--- src/rtl/enc_readout_pkg.sv ---
`default_nettype none
// ============================================================================
// Module      : enc_readout_pkg
// Description : Shared types and constants for the encoder readout arbiter:
//               FSM state encoding, default counter geometry and the
//               snapshot byte-count derivation.
// Revision    : 1.0  initial release
// ============================================================================
package enc_readout_pkg;

    // Default geometry: four 16-bit encoder counters.
    localparam int c_DEFAULT_NCNT  = 4;
    localparam int c_DEFAULT_WIDTH = 16;

    // Arbiter FSM: IDLE waits for a snapshot, SERVE streams its bytes out.
    typedef enum logic [0:0] {
        ST_IDLE  = 1'b0,
        ST_SERVE = 1'b1
    } state_t;

    // Number of bytes in one snapshot (WIDTH is always a multiple of 8).
    function automatic int nbytes(input int ncnt, input int width);
        return (ncnt * width) / 8;
    endfunction

endpackage : enc_readout_pkg
`default_nettype wire

--- src/rtl/enc_snapshot_bank.sv ---
`default_nettype none
// ============================================================================
// Module      : enc_snapshot_bank
// Description : Snapshot register bank for the encoder readout arbiter.
//               Latches every counter on i_snap and presents the byte
//               selected by i_sel. With ENC_READOUT_DELTA_EN defined the
//               latched value is the difference to the previous snapshot
//               (modulo 2^WIDTH); otherwise it is the absolute count.
// Revision    : 1.0  initial release
// ============================================================================
module enc_snapshot_bank #(
    parameter int NCNT   = 4,
    parameter int WIDTH  = 16,
    parameter int NBYTES = 8,
    parameter int PTR_W  = 3
) (
    input  logic                  clk,
    input  logic                  rst,
    input  logic [NCNT*WIDTH-1:0] i_cnt,
    input  logic                  i_snap,
    input  logic [PTR_W-1:0]      i_sel,
    output logic [7:0]            o_byte
);

    // Snapshot contents flattened so counter 0 sits in the low bytes and
    // each counter is little-endian; byte index == readout order.
    logic [NCNT*WIDTH-1:0] w_snap_flat;

    for (genvar k = 0; k < NCNT; k++) begin : g_cnt
        logic [WIDTH-1:0] w_live;
        logic [WIDTH-1:0] w_served;
        logic [WIDTH-1:0] r_snap;

        assign w_live = i_cnt[k*WIDTH +: WIDTH];

`ifdef ENC_READOUT_DELTA_EN
        logic [WIDTH-1:0] r_prev;

        // Unsigned subtraction wraps naturally, giving the signed delta.
        assign w_served = w_live - r_prev;

        // Remember the raw count of every snapshot as the next baseline.
        always_ff @(posedge clk) begin
            if (rst) begin
                r_prev <= '0;
            end else if (i_snap) begin
                r_prev <= w_live;
            end
        end
`else
        assign w_served = w_live;
`endif

        // Latch the served value; it is frozen until the next snapshot.
        always_ff @(posedge clk) begin
            if (rst) begin
                r_snap <= '0;
            end else if (i_snap) begin
                r_snap <= w_served;
            end
        end

        assign w_snap_flat[k*WIDTH +: WIDTH] = r_snap;
    end

    // Byte-select mux driven by the arbiter's read pointer.
    always_comb begin
        o_byte = 8'h00;
        for (int b = 0; b < NBYTES; b++) begin
            if (i_sel == PTR_W'(b)) begin
                o_byte = w_snap_flat[b*8 +: 8];
            end
        end
    end

endmodule : enc_snapshot_bank
`default_nettype wire

--- src/rtl/enc_readout_arbiter.sv ---
`default_nettype none
// ============================================================================
// Module      : enc_readout_arbiter
// Description : Host readout arbiter for NCNT encoder counters. A snap_req
//               atomically latches all counters; rd_req then streams the
//               snapshot one byte per cycle (counter 0 first, little-endian)
//               with one cycle of latency. A read with nothing pending
//               returns rd_err and 0x00.
//               Optional macro: ENC_READOUT_DELTA_EN (serve deltas between
//               consecutive snapshots instead of absolute counts).
// Revision    : 1.0  initial release
// ============================================================================
module enc_readout_arbiter
    import enc_readout_pkg::*;
#(
    parameter int NCNT  = c_DEFAULT_NCNT,
    parameter int WIDTH = c_DEFAULT_WIDTH
) (
    input  logic                  clk,
    input  logic                  rst,
    input  logic [NCNT*WIDTH-1:0] cnt,
    input  logic                  snap_req,
    input  logic                  rd_req,
    output logic [7:0]            rd_data,
    output logic                  rd_valid,
    output logic                  rd_err,
    output logic                  busy
);

    localparam int c_NBYTES = nbytes(NCNT, WIDTH);
    localparam int c_PTR_W  = (c_NBYTES > 1) ? $clog2(c_NBYTES) : 1;

    state_t             r_state;
    state_t             w_state_nxt;
    logic [c_PTR_W-1:0] r_ptr;
    logic [c_PTR_W-1:0] w_ptr_nxt;
    logic               w_snap;
    logic [7:0]         w_byte;
    logic [7:0]         r_rd_data;
    logic [7:0]         w_rd_data_nxt;
    logic               r_rd_valid;
    logic               w_rd_valid_nxt;
    logic               r_rd_err;
    logic               w_rd_err_nxt;

    enc_snapshot_bank #(
        .NCNT   (NCNT),
        .WIDTH  (WIDTH),
        .NBYTES (c_NBYTES),
        .PTR_W  (c_PTR_W)
    ) u_bank (
        .clk    (clk),
        .rst    (rst),
        .i_cnt  (cnt),
        .i_snap (w_snap),
        .i_sel  (r_ptr),
        .o_byte (w_byte)
    );

    // State, pointer and registered read-port outputs; reset beats everything.
    always_ff @(posedge clk) begin
        if (rst) begin
            r_state    <= ST_IDLE;
            r_ptr      <= '0;
            r_rd_data  <= 8'h00;
            r_rd_valid <= 1'b0;
            r_rd_err   <= 1'b0;
        end else begin
            r_state    <= w_state_nxt;
            r_ptr      <= w_ptr_nxt;
            r_rd_data  <= w_rd_data_nxt;
            r_rd_valid <= w_rd_valid_nxt;
            r_rd_err   <= w_rd_err_nxt;
        end
    end

    // Next-state logic: snap_req wins over rd_req; reads advance the pointer
    // and the last byte returns the FSM to IDLE on the same edge.
    always_comb begin
        w_state_nxt    = r_state;
        w_ptr_nxt      = r_ptr;
        w_snap         = 1'b0;
        w_rd_data_nxt  = r_rd_data;
        w_rd_valid_nxt = 1'b0;
        w_rd_err_nxt   = 1'b0;

        if (snap_req) begin
            w_snap      = 1'b1;
            w_ptr_nxt   = '0;
            w_state_nxt = ST_SERVE;
        end else if (rd_req) begin
            case (r_state)
                ST_SERVE: begin
                    w_rd_data_nxt  = w_byte;
                    w_rd_valid_nxt = 1'b1;
                    if (r_ptr == c_PTR_W'(c_NBYTES - 1)) begin
                        w_ptr_nxt   = '0;
                        w_state_nxt = ST_IDLE;
                    end else begin
                        w_ptr_nxt = r_ptr + c_PTR_W'(1);
                    end
                end
                default: begin
                    w_rd_data_nxt = 8'h00;
                    w_rd_err_nxt  = 1'b1;
                end
            endcase
        end
    end

    assign rd_data  = r_rd_data;
    assign rd_valid = r_rd_valid;
    assign rd_err   = r_rd_err;
    assign busy     = (r_state == ST_SERVE);

endmodule : enc_readout_arbiter
`default_nettype wire

--- config.mk ---
export PLATFORM = sky130hd
export DESIGN_NAME = enc_readout_arbiter
export DESIGN_NICKNAME = d
export VERILOG_FILES = /design/src/rtl/enc_readout_pkg.sv /design/src/rtl/enc_snapshot_bank.sv /design/src/rtl/enc_readout_arbiter.sv
export SDC_FILE = /design/constraint.sdc
export NUM_CORES = 1
export LEC_CHECK = 0
export ABC_AREA = 0
export CAP_MARGIN = 20
export CORE_MARGIN = 8
export CORE_UTILIZATION = 50
export CTS_BUF_LIST = sky130_fd_sc_hd__clkbuf_4 sky130_fd_sc_hd__clkbuf_8
export CTS_CLUSTER_DIAMETER = 150
export DETAILED_ROUTE_END_ITERATION = 6
export HOLD_SLACK_MARGIN = 0.15
export PLACE_DENSITY = 0.8
export SLEW_MARGIN = 20
export SYNTH_ARGS = -nofsm -noshare
export SYNTH_HDL_FRONTEND = slang
export SYNTH_HIERARCHICAL = 1
export SYNTH_SLANG_ARGS = --single-unit
--- constraint.sdc ---
create_clock -name clk -period 1.9 [get_ports clk]
set_clock_uncertainty 0.1 [all_clocks]
set_input_delay 0.38 -clock clk [delete_from_list [all_inputs] [get_ports clk]]
set_output_delay 0.38 -clock clk [all_outputs]
set_load 0.01 [all_outputs]
==> results of run 1 <==
-- per-stage QoR --
| stage | hold WS (ns) | utilization (%) | cells |
|---|---|---|---|
| finish | 0.310 | 69.3 | 472 |
| global route | 0.318 | 69.3 | 472 |
| CTS | 0.300 | 69.3 | 472 |
| detailed placement | 0.347 | 65.3 | 456 |
| global placement | 0.342 | 65.3 | 456 |
| floorplan | 0.351 | - | 316 |
-- kinds of logic after synthesis --
family | Yosys count | synth area share [%]
simple gates | 114 | 14.0
mux | 84 | 31.7
flops | 78 | 46.8
buf+inv | 25 | 4.65
compound gates | 13 | 2.10
fa+ha+maj | 2 | 0.750
-- layer usage --
layer | share of wire (%) | vias up
met1 | 43 | 1207
li1 | - | 1246
met2 | 49 | 75
met3 | 6.2 | 11
met5 | 0 | -
met4 | 1.4 | 0
-- cell usage after synthesis, drive strengths merged --
library cell | number | area, um2
and2b | 1 | 8.76
mux2 | 3 | 33.8
and3b | 1 | 8.76
clkbuf | 9 | 43.8
a21oi | 11 | 55.1
nand2b | 1 | 6.26
nor2 | 66 | 248
mux4 | 14 | 353
nor2b | 1 | 8.76
buf | 15 | 108
nor4b | 1 | 8.76
o22ai | 1 | 6.26
clkinv | 1 | 3.75
ha | 2 | 25.0
mux2i | 67 | 671
nand3 | 8 | 40.0
dfxtp | 78 | 1560
a221oi | 1 | 8.76
nor3 | 4 | 20.0
nand2 | 31 | 116
-- worst register-to-register path: stages, from the launching register on --
cell	delay, ns
dfxtp_1	0.36
buf_12	0.19
mux4_1	0.59
nand2_1	0.10
nand2_1	0.07
nand3_1	0.09
a21oi_1	0.07
-- path summary, 6_finish.rpt --
kind,slack (ns),end,startpoint
max,0.16,rd_data[1],rd_data[1]
min,0.31,u_bank/g_cnt[2].r_snap[14],rst
max reg2reg,0.21,rd_data[4],r_ptr[0]
min reg2reg,0.36,rd_data[6],rd_data[6]
-- area by class of cell --
type,count,area [um2],area share [%]
tap,77,96.3,2.18
multi-input combinational,213,1620,36.5
timing repair buffer,87,891,20.1
clock buffer,13,166,3.76
sequential,78,1560,35.3
inverter,1,3.75,0.0848
clock inverter,3,90.1,2.04
-- sequential cells by signal, indices dropped and copies added, names as in the netlist --
register / cells
rd_data: 8
r_ptr: 3
u_bank/g_cnt.r_snap: 64
busy: 1
rd_valid: 1
rd_err: 1
-- where the power goes --
part / leakage (uW) / internal [uW] / switching (uW) / total, uW
Combinational: 0.00116 / 265 / 178 / 442
Clock: 0.000131 / 975 / 568 / 1540
Sequential: 0.000642 / 1720 / 42.0 / 1760
==> results.json, run 1 <==
{
  "setup-violations-final": 0,
  "holdPathStages": 2,
  "portBuffers": 78,
  "worst_slew_margin_pct": 68.7,
  "power-per-cell-area_mw_per_mm2": 846,
  "globalRoute.busiestLayer": "met2",
  "grt_use_met2_pct": 27.7,
  "ioPinCount": 79,
  "clkTransAtPathRegs_ns": 0.08,
  "effective_utilization_at_floorplan_pct": 52.2,
  "die_h_um": 97.7,
  "synth.net_count": 386,
  "layout_common_cells": "dfxtp_1 (78), clkdlybuf4s50_1 (76), mux2i_1 (67)",
  "clkLatencyLatePin_ns": 0.34,
  "cp.depth": 1,
  "worst-r2r-cell-count": 6,
  "max_cap_violations": 0,
  "rows": 29,
  "drive_gt1_share_pct": 9.11,
  "path_class": "register to primary output",
  "synth_area_mm2": 0.00333,
  "grt_overflow": 0,
  "worstMarginPinSlew_ns": 0.470,
  "timing.critical_path.max_delay_family": "buffers and inverters",
  "final.setup.worst_slack_ns": 0.157,
  "coreArea_mm2": 0.00639,
  "post_cts_setup_repair_bufs": 0,
  "postLayoutCellArea_mm2": 0.00443,
  "critPathSlowestCell": "clkdlybuf4s50_1",
  "htreeDepth": 3,
  "gp_congestion": 0.796,
  "setup_tns_ns": 0,
  "ys_seq_area_share_pct": 46.8,
  "nets": 460,
  "worst-endpoint-arrival_ns": 1.26,
  "setup.worst_path.end_class": "primary output",
  "min_path_type": "input port to register",
  "preCtsSetupSlack_ns": 0.173,
  "grt_util_met3_pct": 5.05,
  "dr.first_iter.drc_count": 106,
  "worstSetupStartpointType": "register",
  "hold_viol_final": 0,
  "die_area_mm2": 0.00954,
  "layout_commonest_cell": "dfxtp_1",
  "drtAntennaViolNets": 0,
  "antenna_found_initial": 0,
  "grt_pass1_wl_mm": 13.1,
  "synthesis.yosys.warnings": 6,
  "clock_path_buffers": 2,
  "route.detailed.drc": 0,
  "first_pass_iters": 4,
  "detailed_place_hpwl_mm": 5.71,
  "finalWorstPathRequiredPeriod_ns": 1.74,
  "max_freq_mhz": 574,
  "cts.repair.resized": 0,
  "grt_util_overall_pct": 16.9,
  "vias_in_the_first_global_route": 2690,
  "floorplan.die.width_um": 97.7,
  "maximum_resistive_drop_on_vdd_mv": 0.644,
  "clk_root_buffer_cell": "clkbuf_8",
  "total_power_uw": 3750,
  "critical-path-max-stage-delay_ns": 0.56,
  "n_antenna_cell": 0,
  "run_status": "finished, final reports clean",
  "via_per_inst": 5.38,
  "wire_per_inst_um": 16.7,
  "ys_seq_elements": 78,
  "timing_max_transition_violations_final": 0,
  "cts.sinks": 78,
  "post_dp_cell_area_mm2": 0.00417,
  "syn2layout_area_growth_pct": 32.8,
  "total_cts_buffers": 9,
  "fillCellCount": 506,
  "cts_tree": "built",
  "grt_setup_unrepaired": "no",
  "grt_max_degree": 52,
  "post-route-period-util_pct": 91.7,
  "power_leakage_uw": 0.00193,
  "synth_cell_types": 25,
  "number_of_buffer_and_inverter_stages_on_the_critical_path": 1,
  "critical_path_peak_fanout": 2,
  "cp_data_required_time_ns": 1.42,
  "crit_chain": "clkdlybuf4s50_1",
  "grt.met1_usage_pct": 20.0,
  "drt_wl_total_mm": 7.88,
  "routed-via-count": 2539,
  "postCtsHoldBufs": 0,
  "synth_area_per_cell_um2": 10.6,
  "synth_cells": 316
}
(Power assumes the default switching activity.)
==> inputs of run 2 (changes only) <==
Settings changed: CTS_BUF_LIST sky130_fd_sc_hd__clkbuf_4 sky130_fd_sc_hd__clkbuf_8 to sky130_fd_sc_hd__clkbuf_16, DONT_BUFFER_PORTS set to 1, PLACE_DENSITY 0.8 to not set.
==> run 2 against run 1 <==
Compared with the run above:
- worst setup slack got worse by 0.0064 ns
- clock power rose by 13%
- register-to-register slack got worse by 0.06 ns
- non-clock buffer count rose by 8
- count of clock-buffer cells in the layout fell by 4
- routed wire length rose by 9.0%
- fmax fell by 0.37%
- critical endpoint is now rd_data[6]
- highest routed layer unchanged
==> results.json, run 2 (synthesized netlist as in run 1, its figures left out) <==
{
  "setup_tns_ns": 0,
  "drive_gt1_share_pct": 7.46,
  "gp_congestion": 0.802,
  "grt_pass1_wl_mm": 14.2,
  "routed-via-count": 2542,
  "layout_commonest_cell": "dlygate4sd3_1",
  "drtAntennaViolNets": 0,
  "grt_util_met3_pct": 7.18,
  "setup.worst_path.end_class": "register",
  "postLayoutCellArea_mm2": 0.00456,
  "globalRoute.busiestLayer": "met2",
  "clkLatencyLatePin_ns": 0.33,
  "cp_data_required_time_ns": 2.01,
  "max_freq_mhz": 572,
  "critical_path_peak_fanout": 9,
  "first_pass_iters": 4,
  "n_antenna_cell": 0,
  "dr.first_iter.drc_count": 99,
  "grt_use_met2_pct": 29.9,
  "grt.met1_usage_pct": 21.6,
  "post_dp_cell_area_mm2": 0.00333,
  "finalWorstPathRequiredPeriod_ns": 1.75,
  "setup-violations-final": 0,
  "clock_path_buffers": 2,
  "nets": 468,
  "fillCellCount": 474,
  "clk_root_buffer_cell": "clkbuf_16",
  "portBuffers": 0,
  "timing_max_transition_violations_final": 0,
  "worstSetupStartpointType": "register",
  "grt_util_overall_pct": 18.5,
  "drt_wl_total_mm": 8.59,
  "worstMarginPinSlew_ns": 0.427,
  "r2r_start": "r_ptr[1]",
  "post_cts_setup_repair_bufs": 0,
  "floorplan.die.width_um": 97.7,
  "maximum_resistive_drop_on_vdd_mv": 0.774,
  "run_status": "finished, final reports clean",
  "regMostFlops": "u_bank/g_cnt.r_snap",
  "grt_overflow": 0,
  "effective_utilization_at_floorplan_pct": 52.2,
  "die_area_mm2": 0.00954,
  "path_class": "register to register",
  "min-delay-start": "rd_req",
  "min_path_type": "input port to register",
  "area_used_by_multi_input_combinational_logic_mm2": 0.00162,
  "layout_common_cells": "dlygate4sd3_1 (88), dfxtp_1 (77), mux2i_1 (67)",
  "die_h_um": 97.7,
  "cts_tree": "built",
  "hold_viol_final": 0,
  "detailed_place_hpwl_mm": 5.12,
  "worst-endpoint-arrival_ns": 1.86,
  "power_leakage_uw": 0.00201,
  "clkTransAtPathRegs_ns": 0.06,
  "grt_setup_unrepaired": "no",
  "syn2layout_area_growth_pct": 36.8,
  "post-route-period-util_pct": 92.1,
  "wire_per_inst_um": 17.9,
  "coreArea_mm2": 0.00639,
  "cp_launch_point": "r_ptr[1]",
  "power-per-cell-area_mw_per_mm2": 865,
  "antenna_found_initial": 0,
  "via_per_inst": 5.31,
  "vias_in_the_first_global_route": 2771,
  "rows": 29,
  "largest_reg_flops": 64,
  "route.detailed.drc": 0,
  "max_cap_violations": 0,
  "htreeDepth": 3,
  "layout.area.seq_mm2": 0.00156,
  "grt_max_degree": 66,
  "cts.sinks": 78,
  "ioPinCount": 79,
  "worst_slew_margin_pct": 71.5,
  "total_cts_buffers": 9
}
-- run 2: area by class of cell --
type | instances | share of cell area (%)
multi-input cells | 213 | 35.5
flip-flops and latches | 78 | 34.3
repair buffers | 95 | 21.4
clock buffers | 9 | 4.94
well taps | 77 | 2.11
clock inverters | 6 | 1.70
inverters | 1 | 0.0823
-- run 2: worst paths after layout --
| kind | endpoint | slack (ns) | cells after the start |
|---|---|---|---|
| max | rd_data[6] | 0.15 | 5 |
| min | busy | 0.16 | 3 |
| max reg2reg | rd_data[6] | 0.15 | 5 |
| min reg2reg | u_bank/g_cnt[1].r_snap[9] | 0.39 | 2 |
-- run 2: stage by stage --
step	worst slack, ns	instances	hold slack [ns]	power (uW)	util (%)
after floorplan	0.314	316	0.351	2030	-
after CTS	0.118	479	0.156	3970	71.4
after detailed placement	0.149	374	0.363	2010	52.1
after global placement	0.227	374	0.360	2000	52.1
final	0.151	479	0.164	3950	71.4
after global routing	0.0421	479	0.166	4100	71.4
-- run 2: per-layer routing --
metal	vias to the layer above	share of wire, %
li1	1263	-
met1	1194	43
met2	72	48
met3	13	6.8
met4	0	1.7
met5	-	0
-- run 2: critical path: stages, from the launching register on --
cell	delay, ns
dfxtp_1	0.58
mux2_2	0.39
a221oi_1	0.30
o22ai_1	0.12
nand3_1	0.08
a21oi_1	0.06
-- run 2: where the power goes --
part / switching, uW / internal [uW]
registers: 57.6 / 1720
logic: 150 / 271
clock network: 618 / 1130
total: 825 / 3120
-- run 2: timing repair --
item	4_1_cts	5_1_grt
hold endpoints to repair	78	0
setup endpoints to repair	0	1
hold buffers	90	0
resized for setup	0	1
==> inputs of run 3 (changes only) <==
==> constraint.sdc (replaced) <==
create_clock -name clk -period 1.9 [get_ports clk]
set_clock_uncertainty 0.1 [all_clocks]
set_input_delay 0.285 -clock clk [delete_from_list [all_inputs] [get_ports clk]]
set_output_delay 0.285 -clock clk [all_outputs]
set_load 0.01 [all_outputs]
==> run 3 against run 2 <==
Compared with the run above:
- critical path depth unchanged
- worst setup slack got worse by 0.0027 ns
- global-route usage increased by 0.27 points
- sequential share of layout area decreased by 0.28 points
- via count increased by 1.3%
- hold slack improved by 0.035 ns
- non-clock buffer count increased by 3
- largest cell class unchanged
==> results.json, run 3 (synthesized netlist as in run 1, its figures left out) <==
{
  "run_status": "finished, final reports clean",
  "cp_data_required_time_ns": 2.00,
  "portBuffers": 0,
  "critical-path-max-stage-delay_ns": 0.58,
  "grt_pass1_wl_mm": 14.4,
  "grt_overflow": 0,
  "power_leakage_uw": 0.00202,
  "die_h_um": 97.7,
  "wire_per_inst_um": 18.3,
  "final.setup.worst_slack_ns": 0.148,
  "post-route-period-util_pct": 92.2,
  "finalWorstPathRequiredPeriod_ns": 1.75,
  "timing_max_transition_violations_final": 0,
  "p_seq_share_pct": 44.9,
  "path_class": "register to register",
  "vias_in_the_first_global_route": 2796,
  "detailed_place_hpwl_mm": 5.12,
  "effective_utilization_at_floorplan_pct": 52.2,
  "grt_util_overall_pct": 18.8,
  "final_core_utilization_pct": 72.0,
  "largest_reg_flops": 64,
  "worstSetupStartpointType": "register",
  "worstMarginPinSlew_ns": 0.422,
  "floorplan.die.width_um": 97.7,
  "total_cts_buffers": 9,
  "worst_slew_margin_pct": 71.8,
  "layout.area.seq_mm2": 0.00156,
  "timing.critical_path.max_delay_family": "flip-flops",
  "drtAntennaViolNets": 0,
  "coreArea_mm2": 0.00639,
  "routed-via-count": 2574,
  "htreeDepth": 3,
  "crit_chain": "mux2_2, a221oi_1, o22ai_1, nand3_1, a21oi_1",
  "dr.first_iter.drc_count": 76,
  "rows": 29,
  "switching_share_pct": 21.1,
  "drive_gt1_share_pct": 7.41,
  "regMostFlops": "u_bank/g_cnt.r_snap",
  "preCtsSetupSlack_ns": 0.149,
  "gp_congestion": 0.802,
  "layout_common_cells": "dlygate4sd3_1 (91), dfxtp_1 (77), mux2i_1 (67)",
  "n_antenna_cell": 0,
  "cts_tree": "built",
  "die_area_mm2": 0.00954,
  "layout_commonest_cell": "dlygate4sd3_1",
  "total_power_uw": 3970,
  "min_path_type": "input port to register",
  "net-switching-power_uw": 836,
  "critPathSlowestCell": "dfxtp_1",
  "ioPinCount": 79,
  "nets": 471,
  "clock_power_share_pct": 44.1,
  "setup-violations-final": 0,
  "drt_wl_total_mm": 8.82,
  "worst-endpoint-arrival_ns": 1.86,
  "setup.worst_path.end_class": "register",
  "antenna_found_initial": 0,
  "power-per-cell-area_mw_per_mm2": 862,
  "max_freq_mhz": 571,
  "fin_cells": 482,
  "syn2layout_area_growth_pct": 37.9,
  "placed_cells": 374,
  "hold_viol_final": 0,
  "combPwrFrac_pct": 11.0,
  "grt_max_degree": 72,
  "critical_path_peak_fanout": 9,
  "first_pass_iters": 5,
  "clkLatencyLatePin_ns": 0.33,
  "power_report.internal_total_uw": 3130,
  "clock_path_buffers": 2,
  "max_cap_violations": 0,
  "route.detailed.drc": 0,
  "clkTransAtPathRegs_ns": 0.06,
  "clk_root_buffer_cell": "clkbuf_16",
  "fillCellCount": 472,
  "setup_tns_ns": 0,
  "post_cts_setup_repair_bufs": 0,
  "cts.sinks": 78,
  "grt_setup_unrepaired": "no",
  "maximum_resistive_drop_on_vdd_mv": 0.775,
  "via_per_inst": 5.34,
  "area_used_by_multi_input_combinational_logic_mm2": 0.00162,
  "number_of_buffer_and_inverter_stages_on_the_critical_path": 0
}
## run 3: cell types whose count changed in the layout (fill, tap and decap cells not counted)
| cell | previous run | this run |
|---|---|---|
| buf_12 | 2 | 1 |
| dlygate4sd3_1 | 88 | 91 |
| buf_16 | 1 | 2 |
## run 3: area by class of cell
| class | instances | area share (%) |
|---|---|---|
| sequential | 78 | 34.0 |
| clock buffer | 9 | 4.90 |
| tap | 77 | 2.09 |
| inverter | 1 | 0.0816 |
| clock inverter | 6 | 1.69 |
| multi-input combinational | 213 | 35.2 |
| timing repair buffer | 98 | 22.1 |
## run 3: metrics by stage
| step | hold WS [ns] | area (um2) |
|---|---|---|
| floorplan | 0.262 | 3330 |
| global placement | 0.265 | 3330 |
| detailed placement | 0.268 | 3330 |
| CTS | 0.206 | 4600 |
| global route | 0.209 | 4600 |
| finish | 0.199 | 4600 |
## run 3: worst register-to-register path, cell delays in order (launching register included)
cell      delay [ns]
dfxtp_1         0.58
mux2_2          0.39
a221oi_1        0.30
o22ai_1         0.12
nand3_1         0.09
a21oi_1         0.06
## run 3: repair_timing
action                     4_1_cts  5_1_grt
gates resized for setup          0        1
setup endpoints to repair        0        1
hold endpoints to repair        78        0
hold buffers                    93        0
## run 3: power groups by stage
stage | logic (uW) | registers, uW | clock network (uW)
4_1_cts | 423 | 1780 | 1780
2_1_floorplan | 241 | 1790 | 0
6_report | 435 | 1780 | 1750
3_5_place_dp | 197 | 1810 | 0
3_3_place_gp | 190 | 1810 | 0
5_1_grt | 471 | 1790 | 1850
## run 3: final timing paths
path	from	endpoint	slack (ns)	cells after the start
max	r_ptr[1]	rd_data[6]	0.15	5
min	rst	u_bank/g_cnt[1].r_snap[15]	0.20	2
max reg2reg	r_ptr[1]	rd_data[6]	0.15	5
min reg2reg	u_bank/g_cnt[1].r_snap[9]	u_bank/g_cnt[1].r_snap[9]	0.39	2
## run 3: layer usage
metal  vias to the layer above  GRT usage, %  wire length (um)
li1                       1267             -                 -
met1                      1231          21.5              3780
met2                        66          31.1              4330
met5                         -             0                 0
met4                         0          6.53               149
met3                        10          7.11               567
